===== src/rtl/dpram_line_reader_pkg.sv =====
// Shared definitions for the line-buffer read master: sizing helper, latency
// legality check and the command FSM state encoding.
package dpram_line_reader_pkg;

    typedef enum logic [1:0] {
        IDLE,
        ISSUE,
        DRAIN,
        FINISH
    } state_t;

    // Number of bits needed to represent value (0 for value 0).
    function automatic int clogb2(input int value);
        int v;
        int r;
        v = value;
        r = 0;
        while (v > 0) begin
            r++;
            v = v >> 1;
        end
        return r;
    endfunction

    function automatic bit rd_latency_ok(input int lat);
        return (lat == 1) || (lat == 2);
    endfunction

endpackage


===== src/rtl/dpram_line_reader_if.sv =====
// Valid/ready output stream carrying line-buffer words to the pixel pipeline.
interface dpram_line_reader_if #(
    parameter int RAM_WIDTH = 64
);
    logic [RAM_WIDTH-1:0] m_tdata;
    logic                 m_tvalid;
    logic                 m_tready;
    logic                 m_tlast;

    modport master (
        output m_tdata,
        output m_tvalid,
        output m_tlast,
        input  m_tready
    );

    modport slave (
        input  m_tdata,
        input  m_tvalid,
        input  m_tlast,
        output m_tready
    );
endinterface


===== src/rtl/line_rd_fifo.sv =====
// First-word-fall-through synchronous FIFO with occupancy count; the head word
// reads as zero while empty so the stream bus is clean after reset.
module line_rd_fifo
    import dpram_line_reader_pkg::*;
#(
    parameter int WIDTH = 65,
    parameter int DEPTH = 4,
    localparam int PW = clogb2(DEPTH - 1),
    localparam int CW = clogb2(DEPTH)
) (
    input  logic             clk,
    input  logic             rstn,
    input  logic             wr_en,
    input  logic [WIDTH-1:0] wr_data,
    input  logic             rd_en,
    output logic [WIDTH-1:0] rd_data,
    output logic             valid,
    output logic [CW-1:0]    count
);

    logic [WIDTH-1:0] mem [DEPTH];
    logic [PW-1:0]    wr_ptr;
    logic [PW-1:0]    rd_ptr;
    logic             do_rd;

    assign valid   = (count != '0);
    assign do_rd   = rd_en && valid;
    assign rd_data = valid ? mem[rd_ptr] : '0;

    always_ff @(posedge clk or negedge rstn) begin
        if (!rstn) begin
            wr_ptr <= '0;
            rd_ptr <= '0;
            count  <= '0;
        end else begin
            if (wr_en) wr_ptr <= wr_ptr + 1'b1;
            if (do_rd) rd_ptr <= rd_ptr + 1'b1;
            count <= count + CW'(wr_en) - CW'(do_rd);
        end
    end

    always_ff @(posedge clk) begin
        if (wr_en) mem[wr_ptr] <= wr_data;
    end

endmodule


===== src/rtl/dpram_line_reader.sv =====
// Read master for the line-buffer dual-port RAM: issues credit-limited reads,
// tracks the RAM read latency and streams the words out with tlast.
module dpram_line_reader
    import dpram_line_reader_pkg::*;
#(
    parameter int RAM_WIDTH  = 64,
    parameter int RAM_DEPTH  = 1024,
    parameter int RD_LATENCY = 2,
    parameter int FIFO_DEPTH = 4,
    localparam int AW = clogb2(RAM_DEPTH - 1)
) (
    input  logic                 clka,
    input  logic                 rstn,
    input  logic                 start,
    input  logic [AW-1:0]        base_addr,
    input  logic [AW:0]          length,
    output logic                 busy,
    output logic                 done,
    output logic [AW-1:0]        addrb,
    output logic                 enb,
    output logic                 regceb,
    output logic                 rstb,
    input  logic [RAM_WIDTH-1:0] doutb,
    dpram_line_reader_if.master  strm
);

    localparam int CW = clogb2(FIFO_DEPTH);
    localparam logic [AW-1:0] LAST_ADDR  = AW'(RAM_DEPTH - 1);
    localparam logic [AW:0]   REM_ONE    = (AW + 1)'(1);
    localparam logic [CW:0]   FIFO_LIMIT = (CW + 1)'(FIFO_DEPTH);

    if (!rd_latency_ok(RD_LATENCY)) begin : g_bad_latency
        $error("RD_LATENCY must be 1 or 2");
    end

    state_t                state;
    state_t                state_nxt;
    logic [AW-1:0]         cur_addr;
    logic [AW:0]           remaining;
    logic [RD_LATENCY-1:0] rd_vld_p;
    logic [RD_LATENCY-1:0] rd_last_p;
    logic [CW-1:0]         inflight;
    logic [CW-1:0]         fifo_count;
    logic [RAM_WIDTH:0]    fifo_rd_data;
    logic                  fifo_valid;
    logic                  credit;
    logic                  issue;
    logic                  pop;
    logic                  last_pop;

    always_comb begin
        inflight = '0;
        for (int i = 0; i < RD_LATENCY; i++) begin
            inflight = inflight + CW'(rd_vld_p[i]);
        end
    end

    // A pop in this cycle is deliberately not credited; registered count only.
    assign credit   = ({1'b0, fifo_count} + {1'b0, inflight}) < FIFO_LIMIT;
    assign pop      = fifo_valid && strm.m_tready;
    assign last_pop = pop && fifo_rd_data[RAM_WIDTH];

    always_ff @(posedge clka or negedge rstn) begin
        if (!rstn) state <= IDLE;
        else       state <= state_nxt;
    end

    always_comb begin
        state_nxt = state;
        issue     = 1'b0;
        case (state)
            IDLE: begin
                if (start) state_nxt = (length == '0) ? FINISH : ISSUE;
            end
            ISSUE: begin
                if (credit) begin
                    issue = 1'b1;
                    if (remaining == REM_ONE) state_nxt = DRAIN;
                end
            end
            DRAIN: begin
                if (last_pop) state_nxt = FINISH;
            end
            FINISH:  state_nxt = IDLE;
            default: state_nxt = IDLE;
        endcase
    end

    always_ff @(posedge clka or negedge rstn) begin
        if (!rstn) begin
            cur_addr  <= '0;
            remaining <= '0;
        end else if (state == IDLE && start) begin
            cur_addr  <= base_addr;
            remaining <= length;
        end else if (issue) begin
            cur_addr  <= (cur_addr == LAST_ADDR) ? '0 : cur_addr + 1'b1;
            remaining <= remaining - 1'b1;
        end
    end

    // Read-latency tracking: stage RD_LATENCY-1 lines up with doutb.
    always_ff @(posedge clka or negedge rstn) begin
        if (!rstn) begin
            rd_vld_p  <= '0;
            rd_last_p <= '0;
        end else begin
            rd_vld_p[0]  <= issue;
            rd_last_p[0] <= issue && (remaining == REM_ONE);
            for (int i = 1; i < RD_LATENCY; i++) begin
                rd_vld_p[i]  <= rd_vld_p[i-1];
                rd_last_p[i] <= rd_last_p[i-1];
            end
        end
    end

    line_rd_fifo #(
        .WIDTH (RAM_WIDTH + 1),
        .DEPTH (FIFO_DEPTH)
    ) u_fifo (
        .clk     (clka),
        .rstn    (rstn),
        .wr_en   (rd_vld_p[RD_LATENCY-1]),
        .wr_data ({rd_last_p[RD_LATENCY-1], doutb}),
        .rd_en   (pop),
        .rd_data (fifo_rd_data),
        .valid   (fifo_valid),
        .count   (fifo_count)
    );

    assign addrb         = cur_addr;
    assign enb           = issue;
    assign regceb        = 1'b1;
    assign rstb          = 1'b0;
    assign busy          = (state == ISSUE) || (state == DRAIN);
    assign done          = (state == FINISH);
    assign strm.m_tdata  = fifo_rd_data[RAM_WIDTH-1:0];
    assign strm.m_tvalid = fifo_valid;
    assign strm.m_tlast  = fifo_rd_data[RAM_WIDTH];

endmodule


===== src/flat_wrapper.sv =====
// flat-port wrapper written by rule: the top's interface ports become plain ports
module dpram_line_reader_flat import dpram_line_reader_pkg::*;
#(
    parameter int RAM_WIDTH  = 64,
    parameter int RAM_DEPTH  = 1024,
    parameter int RD_LATENCY = 2,
    parameter int FIFO_DEPTH = 4,
    localparam int AW = clogb2(RAM_DEPTH - 1)
)
  (clka, rstn, start, base_addr, length, busy, done, addrb, enb, regceb, rstb, doutb, strm_m_tdata, strm_m_tvalid, strm_m_tlast, strm_m_tready);
  dpram_line_reader_if #(.RAM_WIDTH(RAM_WIDTH)) strm_i ();
  input  logic clka;
  input  logic rstn;
  input  logic start;
  input  logic [AW-1:0] base_addr;
  input  logic [AW:0] length;
  output logic busy;
  output logic done;
  output logic [AW-1:0] addrb;
  output logic enb;
  output logic regceb;
  output logic rstb;
  input  logic [RAM_WIDTH-1:0] doutb;
  output wire logic [$bits(strm_i.m_tdata)-1:0] strm_m_tdata;
  output wire logic [$bits(strm_i.m_tvalid)-1:0] strm_m_tvalid;
  output wire logic [$bits(strm_i.m_tlast)-1:0] strm_m_tlast;
  input wire logic [$bits(strm_i.m_tready)-1:0] strm_m_tready;
  assign strm_m_tdata = strm_i.m_tdata;
  assign strm_m_tvalid = strm_i.m_tvalid;
  assign strm_m_tlast = strm_i.m_tlast;
  assign strm_i.m_tready = strm_m_tready;
  dpram_line_reader #(.RAM_WIDTH(RAM_WIDTH), .RAM_DEPTH(RAM_DEPTH), .RD_LATENCY(RD_LATENCY), .FIFO_DEPTH(FIFO_DEPTH)) u_core (.clka(clka), .rstn(rstn), .start(start), .base_addr(base_addr), .length(length), .busy(busy), .done(done), .addrb(addrb), .enb(enb), .regceb(regceb), .rstb(rstb), .doutb(doutb), .strm(strm_i));
endmodule

===== config.mk =====
export PLATFORM = sky130hd
export DESIGN_NAME = dpram_line_reader_flat
export DESIGN_NICKNAME = d
export VERILOG_FILES = /design/src/rtl/dpram_line_reader_pkg.sv /design/src/rtl/dpram_line_reader_if.sv /design/src/rtl/line_rd_fifo.sv /design/src/rtl/dpram_line_reader.sv /design/src/flat_wrapper.sv
export SDC_FILE = /design/constraint.sdc
export NUM_CORES = 1
export LEC_CHECK = 0
export ABC_CLOCK_PERIOD_IN_PS = 2540
export BUFFER_PORTS_ARGS = -buffer_cell sky130_fd_sc_hd__buf_2
export CORE_MARGIN = 2
export CORE_UTILIZATION = 51
export DETAILED_ROUTE_END_ITERATION = 7
export HOLD_SLACK_MARGIN = 0.05
export MAX_ROUTING_LAYER = met4
export PLACE_DENSITY = 0.75
export SKIP_CTS_REPAIR_TIMING = 1
export SYNTH_ARGS = -nofsm -noshare
export SYNTH_HDL_FRONTEND = slang
export SYNTH_SLANG_ARGS = --single-unit

===== constraint.sdc =====
create_clock -name clka -period 2.54 [get_ports clka]
set_input_delay 0.127 -clock clka [delete_from_list [all_inputs] [get_ports clka]]
set_output_delay 0.127 -clock clka [all_outputs]
set_load 0.01 [all_outputs]

* Yosys cells after proc, flatten, opt, wreduce, memory -nomap -nowiden
Memory sizes are Yosys's and may differ from the RTL's. Index checks and enable logic that the tools add are counted.
Operators by class: magnitude comparators 1, multiplexer cells 16, eq/ne operators 9, reductions and logical operators 11, $add $sub $neg 8
Operators by type and width (number):
- 65-bit 2-to-1 mux | 1
- 10-bit 2-to-1 mux | 3
- 11-bit 2-to-1 mux | 2
- 11-bit by 1-bit == test with 1-bit output (second input constant) | 1
- 11-bit zero test | 1
- 11-bit by 1-bit subtractor with 11-bit output (second input constant) | 1
- 10-bit by 1-bit adder with 10-bit output (second input constant) | 1
- 10-bit == test (second input constant) | 1
- 2-bit 2-to-1 mux | 5
- 2-bit case mux with 4 select lines | 1
- 2-bit by 1-bit != test with 1-bit output (second input constant) | 3
- 1-bit logical AND | 5
- 2-bit by 1-bit adder with 2-bit output (second input constant) | 2
- 3-bit by 3-bit adder with 4-bit output | 1
- 2-bit == test (second input constant) | 2
- 4-bit by 3-bit less-than comparator with 1-bit output (second input constant) | 1
- 1-bit 2-to-1 mux | 4
- 4-bit AND reduction | 1
- 3-bit by 1-bit adder with 3-bit output | 1
- 3-bit nonzero test | 1
- 3-bit by 1-bit subtractor with 3-bit output | 1
- 1-bit by 1-bit adder with 2-bit output | 1
- 2-bit by 1-bit == test with 1-bit output (second input constant) | 1
- 2-bit zero test | 1
- 3 further kinds | 3
Word-level totals: input bits 89, word-level logic and storage cells 54, output and inout port bits 81, register bits 34, memory bits (writable) 260, memories kept 1
Memories:
- u_core.u_fifo.mem | depth 4, bits a word 65, read ports 1, clocked after memory_dff 0, wr ports 1, RTL line line_rd_fifo.sv:21 | logic [WIDTH-1:0] mem [DEPTH];

* Depth between registers and ports, before layout
Gate-level depths: netlist of run 1.
word-level depth 7, gate-level depth with buffers 7, mapped depth without buffers 7

* Cells and area by module
From an unflattened synthesis of run 1, not the netlist that was laid out.
Unflattened totals: cell total of the unflattened synthesis 638, area, all modules 11977.7 um2
Modules (own cells, without submodules):
- line_rd_fifo | times used 1, sequential area each 7982.7 um2, area each 10247.3 um2, cells each 447
- dpram_line_reader | times used 1, sequential area each 675.6 um2, area each 1730.4 um2, cells each 191

* Worst setup path before layout of run 1
No wires, ideal clock.
path type reg-to-reg, from register u_core.u_fifo.wr_ptr[0], to memory u_core.u_fifo.mem[2][0], enable pin, period minus slack after synthesis 2.578 ns, buffers on the path 0, required time 2.110 ns, slack -0.038 ns, library setup time 0.430 ns, stages on the path, launching flop included 4, arrival time 2.149 ns, cells stage by stage dfrtp_1 -> inv_1 -> ha_1 -> and2_1
RTL lines:
- start, declared | RTL line line_rd_fifo.sv:22 | logic [PW-1:0] wr_ptr;
- start signal, assigned | RTL line line_rd_fifo.sv:36 | if (wr_en) wr_ptr <= wr_ptr + 1'b1;
- end, declared | RTL line line_rd_fifo.sv:21
No word-level cell before the write port.

* Worst setup path in the final report of run 1
from register u_core.rd_vld_p[1], to output port enb
Between the ends: cells in the longest elaborated chain, start to end 5
Ends and longest elaborated chain:
- start, declared | RTL line dpram_line_reader.sv:40 | logic [RD_LATENCY-1:0] rd_vld_p;
- start signal, assigned by index | RTL line dpram_line_reader.sv:111 | rd_vld_p[i] <= rd_vld_p[i-1];
- 1-bit by 1-bit adder with 2-bit output | RTL line dpram_line_reader.sv:54 | inflight = inflight + CW'(rd_vld_p[i]);
- 3-bit by 3-bit adder with 4-bit output | RTL line dpram_line_reader.sv:59 | assign credit = ({1'b0, fifo_count} + {1'b0, inflight}) < FIFO_LIMIT;
- 4-bit by 3-bit less-than comparator with 1-bit output | RTL line dpram_line_reader.sv:59
- 1-bit 2-to-1 mux | RTL line dpram_line_reader.sv:76 | if (credit) begin
- 1-bit 2-to-1 mux | RTL line dpram_line_reader.sv:71 | case (state)
- end, declared | RTL line flat_wrapper.sv:20 | output logic enb;
Every way passes these cells.

==> impl_metrics.yaml, run 1 <==
synthesis:
  ys_seq_elements: 294
  yosysSeqAreaShare_pct: 73.4
  synth.cell_area_mm2: 0.0118
  ys_types: 39
  synth_common_cells: "edfxtp_1, and2_1, mux4_2"
  yosysWarningCount: 0
  yosys.area.top_type_share_pct: 66.2
  synth_edf_count: 260
  syn_area_per_cell_um2: 18.8
  async_flop_share_pct: 11.6
  synth_most_common_cell: "edfxtp_1"
  synthFlopType: "edfxtp_1"
  yosysTopAreaCell: "edfxtp_1"
  syn_inst: 627
  synth_nets: 733
  synth.area.top_cells: "edfxtp_1, mux4_2, dfrtp_1"
timing:
  setup_viol: 0
  period_needed_ns: 2.40
  drv_slew: 0
  hold_viol: 0
  relSlewSlack_pct: 46.6
  period_share_pct: 94.5
  tightest_slew_ns: 0.801
  skew_ns: 0.0165
  fin_setup_tns_ns: 0
  rsz0062_at_grt: "false"
  fmax_mhz: 416
floorplan:
  core_area_mm2: 0.0226
  die_area_mm2: 0.0244
  rows: 55
  die_x_um: 156
  start_util_pct: 52.1
  io_pins: 170
  chipHeight_um: 156
routing:
  route.detailed.drc: 0
  dr.pass1.iters: 4
  avgViaCountPerCell: 5.51
  drt-initial-drc-count: 401
  drtAntennaViolNets: 0
  routedWlPerCell_um: 19.8
  via_count: 6671
  finalWirelength_mm: 23.9
run:
  cap_violations: 0
clock_tree:
  cts_root_buf: "clkbuf_16"
  clk_pin_slew_ns: 0.06
  cts_max_path_buffers: 3
  clock_sinks: 294
  numCtsBuffers: 29
  cts_tree: "done"
  ctsHtreeMaxLevel: 1
  clk_latency_ns: 0.54
cells_and_area:
  layout.area.seq_mm2: 0.00867
  fin_nets: 1012
  fill_cells: 1524
  instances_no_fill: 1210
  drive_gt1_share_pct: 33.5
  multi_input_area_mm2: 0.00298
  antenna_cells: 0
  syn2layout_area_growth_pct: 26.6
placed_design:
  port_buffers: 167
  dp.cells: 1068
  hpwl_mm: 14.5
  gp_congestion: 0.868
grt:
  grtUsageTotal_pct: 19.4
  overflow: 0
  use_met1_pct: 24.6
  grt_pass1_wl_mm: 35.5
  grt_util_met2_pct: 33.3
  busiest_layer: "met2"
  grt.met3_usage_pct: 3.67
  grt_max_degree: 68
  antenna_found_initial: 0
  grt_pass1_vias: 6717
critical_path:
  crit_type: "reg -> out"
  cp.arrival_ns: 2.27
  start_kind: "flip-flop"
  cp.required_ns: 2.41
  cp_max_fo: 9
  endpoint_kind: "output pin"
  rr_worst_depth: 7
pwr:
  max-vdd-ir-drop_mv: 0.581
  p_per_area_mw_per_mm2: 1110
  p_leak_nw: 5.43
  finalPower_mw: 16.6
worst_hold_path:
  min_path_type: "in -> async"
status:
  run_status: "finished, final reports clean"
[metal layers]
| layer | share of wire [%] | routed length (um) |
|---|---|---|
| met1 | 41 | 9920 |
| met4 | 1.4 | 329 |
| met3 | 5.7 | 1360 |
| met5 | 0 | 0 |
| met2 | 51 | 12300 |
[worst paths after layout]
check	slack, ns	end	startpoint
max	0.14	enb	u_core.rd_vld_p[1]
min	0.25	u_core.remaining[3]	rstn
max reg2reg	0.19	u_core.state[1]	u_core.rd_vld_p[1]
min reg2reg	0.37	u_core.rd_last_p[1]	u_core.rd_last_p[0]
max in group asynchronous	1.70	u_core.u_fifo.rd_ptr[0]	rstn
min in group clka	0.34	u_core.addrb[6]	base_addr[6]
[metrics by stage]
stage	worst slack (ns)	util [%]	hold slack (ns)	area, um^2
after floorplan	0.0459	-	-0.169	11800
after global placement	0.227	57.7	0.237	13100
after detailed placement	0.129	57.7	0.264	13100
after CTS	-0.201	61.8	-0.303	14000
after global routing	0.0601	66.0	0.307	14900
final	0.139	66.0	0.250	14900
[critical path, cell delays in order (launching register included)]
cell	delay, ns
dfrtp_1	0.38
ha_1	0.24
ha_4	0.23
a311oi_4	0.35
buf_6	0.19
nand2_4	0.09
inv_4	0.12
buf_2	0.14
[registers in the layout, summed over array words and instances, names as in the netlist]
signal	cells
u_core.state	2
u_core.u_fifo.count	3
u_core.u_fifo.mem	260
u_core.addrb	10
u_core.rd_last_p	2
u_core.remaining	11
u_core.u_fifo.wr_ptr	2
u_core.rd_vld_p	2
u_core.u_fifo.rd_ptr	2
[logic make-up (layout without fill, tap and decap cells)]
kind of cell             Yosys count  count (layout)  share of synthesized area (%)
buffers and inverters             43             341                           1.65
multiplexers                      66              66                           12.5
adder cells (fa/ha/maj)           17              17                           1.87
other                              2               2                         0.0637
flip-flops                       294             294                           73.4
AND/OR/NAND/NOR                  151             151                           7.33
XOR/XNOR                          15              15                           1.11
AO/OA/AOI/OAI                     39              39                           2.07
[layout by cell type (no fill, tap or decap), types with 16 or more instances in the layout]
master           n
buf_4           17
clkbuf_16       30
mux4_2          65
o21ai_0         16
and2_1          68
edfxtp_1       260
nand2_1         20
dfrtp_1         32
dlygate4sd3_1   88
buf_2          167
[layout make-up]
type | count | area share (%)
sequential | 294 | 58.0
multi-input combinational | 290 | 20.0
timing repair buffer | 278 | 13.1
clock buffer | 40 | 5.48
tap | 285 | 2.39
clock inverter | 10 | 0.687
inverter | 13 | 0.344
[where the power goes]
part / leakage (nW) / internal, mW / switching, mW / total (mW)
sequential: 2.76 / 6.19 / 0.455 / 6.65
clock: 0.457 / 2.44 / 1.65 / 4.09
combinational: 2.21 / 2.81 / 3.01 / 5.82
total: 5.43 / 11.4 / 5.12 / 16.6
(Power assumes the default switching activity.)
==> run 2, diff against run 1 <==
--- a/config.mk
+++ b/config.mk
@@ -7,6 +7,8 @@
 export LEC_CHECK = 0
-export ABC_CLOCK_PERIOD_IN_PS = 2540
+export ABC_CLOCK_PERIOD_IN_PS = 3000
 export BUFFER_PORTS_ARGS = -buffer_cell sky130_fd_sc_hd__buf_2
+export CELL_PAD_IN_SITES_DETAIL_PLACEMENT = 0
+export CELL_PAD_IN_SITES_GLOBAL_PLACEMENT = 1
 export CORE_MARGIN = 2
-export CORE_UTILIZATION = 51
+export CORE_UTILIZATION = 52
 export DETAILED_ROUTE_END_ITERATION = 7
@@ -14,3 +16,3 @@
 export MAX_ROUTING_LAYER = met4
-export PLACE_DENSITY = 0.75
+export PLACE_DENSITY_LB_ADDON = 0.1
 export SKIP_CTS_REPAIR_TIMING = 1
==> constraint.sdc (replaced) <==
create_clock -name clka -period 3 [get_ports clka]
set_input_delay 0.15 -clock clka [delete_from_list [all_inputs] [get_ports clka]]
set_output_delay 0.15 -clock clka [all_outputs]
set_load 0.1 [all_outputs]
==> run 2 against run 1 <==
  * Clock skew increased by 0.0098 ns
  * Via count decreased by 0.85%
  * Count of clock-buffer cells in the layout increased by 1
  * Wire length decreased by 0.81%
  * Sequential share of layout area decreased by 0.063 points
  * Worst setup slack improved by 0.038 ns
  * Utilization increased by 0.68 points
  * Flip-flop and latch count unchanged
  * Register-to-register slack improved by 0.26 ns
  * Critical path type unchanged
  * Critical endpoint unchanged
==> impl_metrics.yaml, run 2 (same netlist as run 1, synthesis figures left out) <==
status:
  run_status: "finished, final reports clean"
cells_and_area:
  syn2layout_area_growth_pct: 26.7
  final_core_util_pct: 66.6
  fin_nets: 1005
  final_cell_mix: "edfxtp_1, buf_2, dlygate4sd3_1, and2_1, mux4_2"
  drive_gt1_share_pct: 33.0
  largest_reg_flops: 260
  layout_commonest_cell: "edfxtp_1"
  top_register: "u_core.u_fifo.mem"
  multi_input_area_mm2: 0.00295
  layout.area.seq_mm2: 0.00867
  fill_cells: 1546
timing:
  fmax_mhz: 354
  drv_slew: 0
  skew_ns: 0.0263
  hold_viol: 0
  relSlewSlack_pct: 43.1
  setup_viol: 0
  holdWs_ns: 0.227
  period_needed_ns: 2.82
  period_share_pct: 94.1
  tightest_slew_ns: 0.853
  rsz0062_at_grt: "false"
floorplan:
  chipHeight_um: 155
  io_pins: 170
  rows: 55
  die_x_um: 155
  die_area_mm2: 0.0239
  core_area_mm2: 0.0224
  start_util_pct: 52.6
clock_tree:
  cts_tree: "done"
  clock_sinks: 294
  ctsHtreeMaxLevel: 1
  clk_latency_ns: 0.56
  clk_pin_slew_ns: 0.06
  cts_max_path_buffers: 3
  numCtsBuffers: 30
  cts_root_buf: "clkbuf_16"
grt:
  antenna_found_initial: 1
  grt_max_degree: 52
  grtUsageTotal_pct: 20.1
  grt_pass1_wl_mm: 36.1
  overflow: 0
  grt_pass1_vias: 6760
critical_path:
  r2r_slack_ns: 0.45
  worst_path_most_repeated_cell: "ha_1"
  r2r_start: "u_core.rd_vld_p[1]"
  reg2reg_to: "u_core.state[1]"
  cp.arrival_ns: 2.67
  critPathBufInv: 3
  cp.required_ns: 2.85
  endpoint_kind: "output pin"
  slowest_delay_ns: 0.47
  crit_slowest_cell: "dfrtp_1"
  start_kind: "flip-flop"
  path_cells: "ha_1 -> ha_1 -> a311oi_2 -> buf_4 -> nand2_2 -> clkinvlp_4 -> buf_6"
  crit_type: "reg -> out"
  rr_worst_depth: 7
  cp_max_fo: 13
  cp_top_family: "buffers and inverters"
run:
  cap_violations: 0
routing:
  drt-initial-drc-count: 345
  via_count: 6614
  avgViaCountPerCell: 5.48
  dr.pass1.iters: 4
  drtAntennaViolNets: 0
  route.detailed.drc: 0
  finalWirelength_mm: 23.7
  routedWlPerCell_um: 19.6
placed_design:
  gp_congestion: 0.840
  port_buffers: 167
  hpwl_mm: 14.1
worst_hold_path:
  min_path_type: "in -> async"
run 2: layout make-up:
type	instances	area share, %
Sequential cell	294	58.0
Multi-Input combinational cell	290	19.8
Timing Repair Buffer	270	12.8
Clock buffer	41	5.50
Tap cell	285	2.39
Clock inverter	14	1.24
Inverter	13	0.352
Antenna cell	1	0.0167
run 2: worst reg2reg max path, cell delays in order, from the launching register on:
cell	delay (ns)
dfrtp_1	0.47
ha_1	0.24
ha_1	0.28
a311oi_2	0.27
buf_4	0.24
nand4_1	0.17
a221oi_2	0.38
mux2_2	0.38
run 2: worst max-delay path by stage:
stage                                  start                    to  slack, ns  depth (start not counted)
after floorplan           u_core.rd_vld_p[1]  u_core.remaining[10]       0.29                          7
after global placement    u_core.rd_vld_p[1]                   enb       0.50                          7
after detailed placement  u_core.rd_vld_p[1]       u_core.state[1]       0.45                          7
after CTS                 u_core.rd_vld_p[1]                   enb      -0.10                          7
after global routing      u_core.rd_vld_p[1]                   enb      0.008                          7
final                     u_core.rd_vld_p[1]                   enb       0.18                          7
run 2: metal layers:
metal	track usage [%]	part of all wire (%)
met2	33.3	51
met4	4.67	1.5
met1	26.4	43
met3	3.53	5.0
met5	-	0
run 2: per-stage QoR:
| step | instances | TNS (ns) | worst slack, ns | cell area (um^2) |
|---|---|---|---|---|
| 2_1_floorplan | 627 | 0 | 0.288 | 11800 |
| 3_3_place_gp | 1063 | 0 | 0.504 | 13000 |
| 3_5_place_dp | 1063 | 0 | 0.453 | 13000 |
| 4_1_cts | 1118 | -0.101 | -0.101 | 14000 |
| 5_1_grt | 1208 | 0 | 0.00820 | 14900 |
| 6_report | 1208 | 0 | 0.177 | 14900 |
Power of run 2 is left out: the tool's default activity adds up to more than one toggle a clock period on the data nets, which glitch-free logic cannot reach.
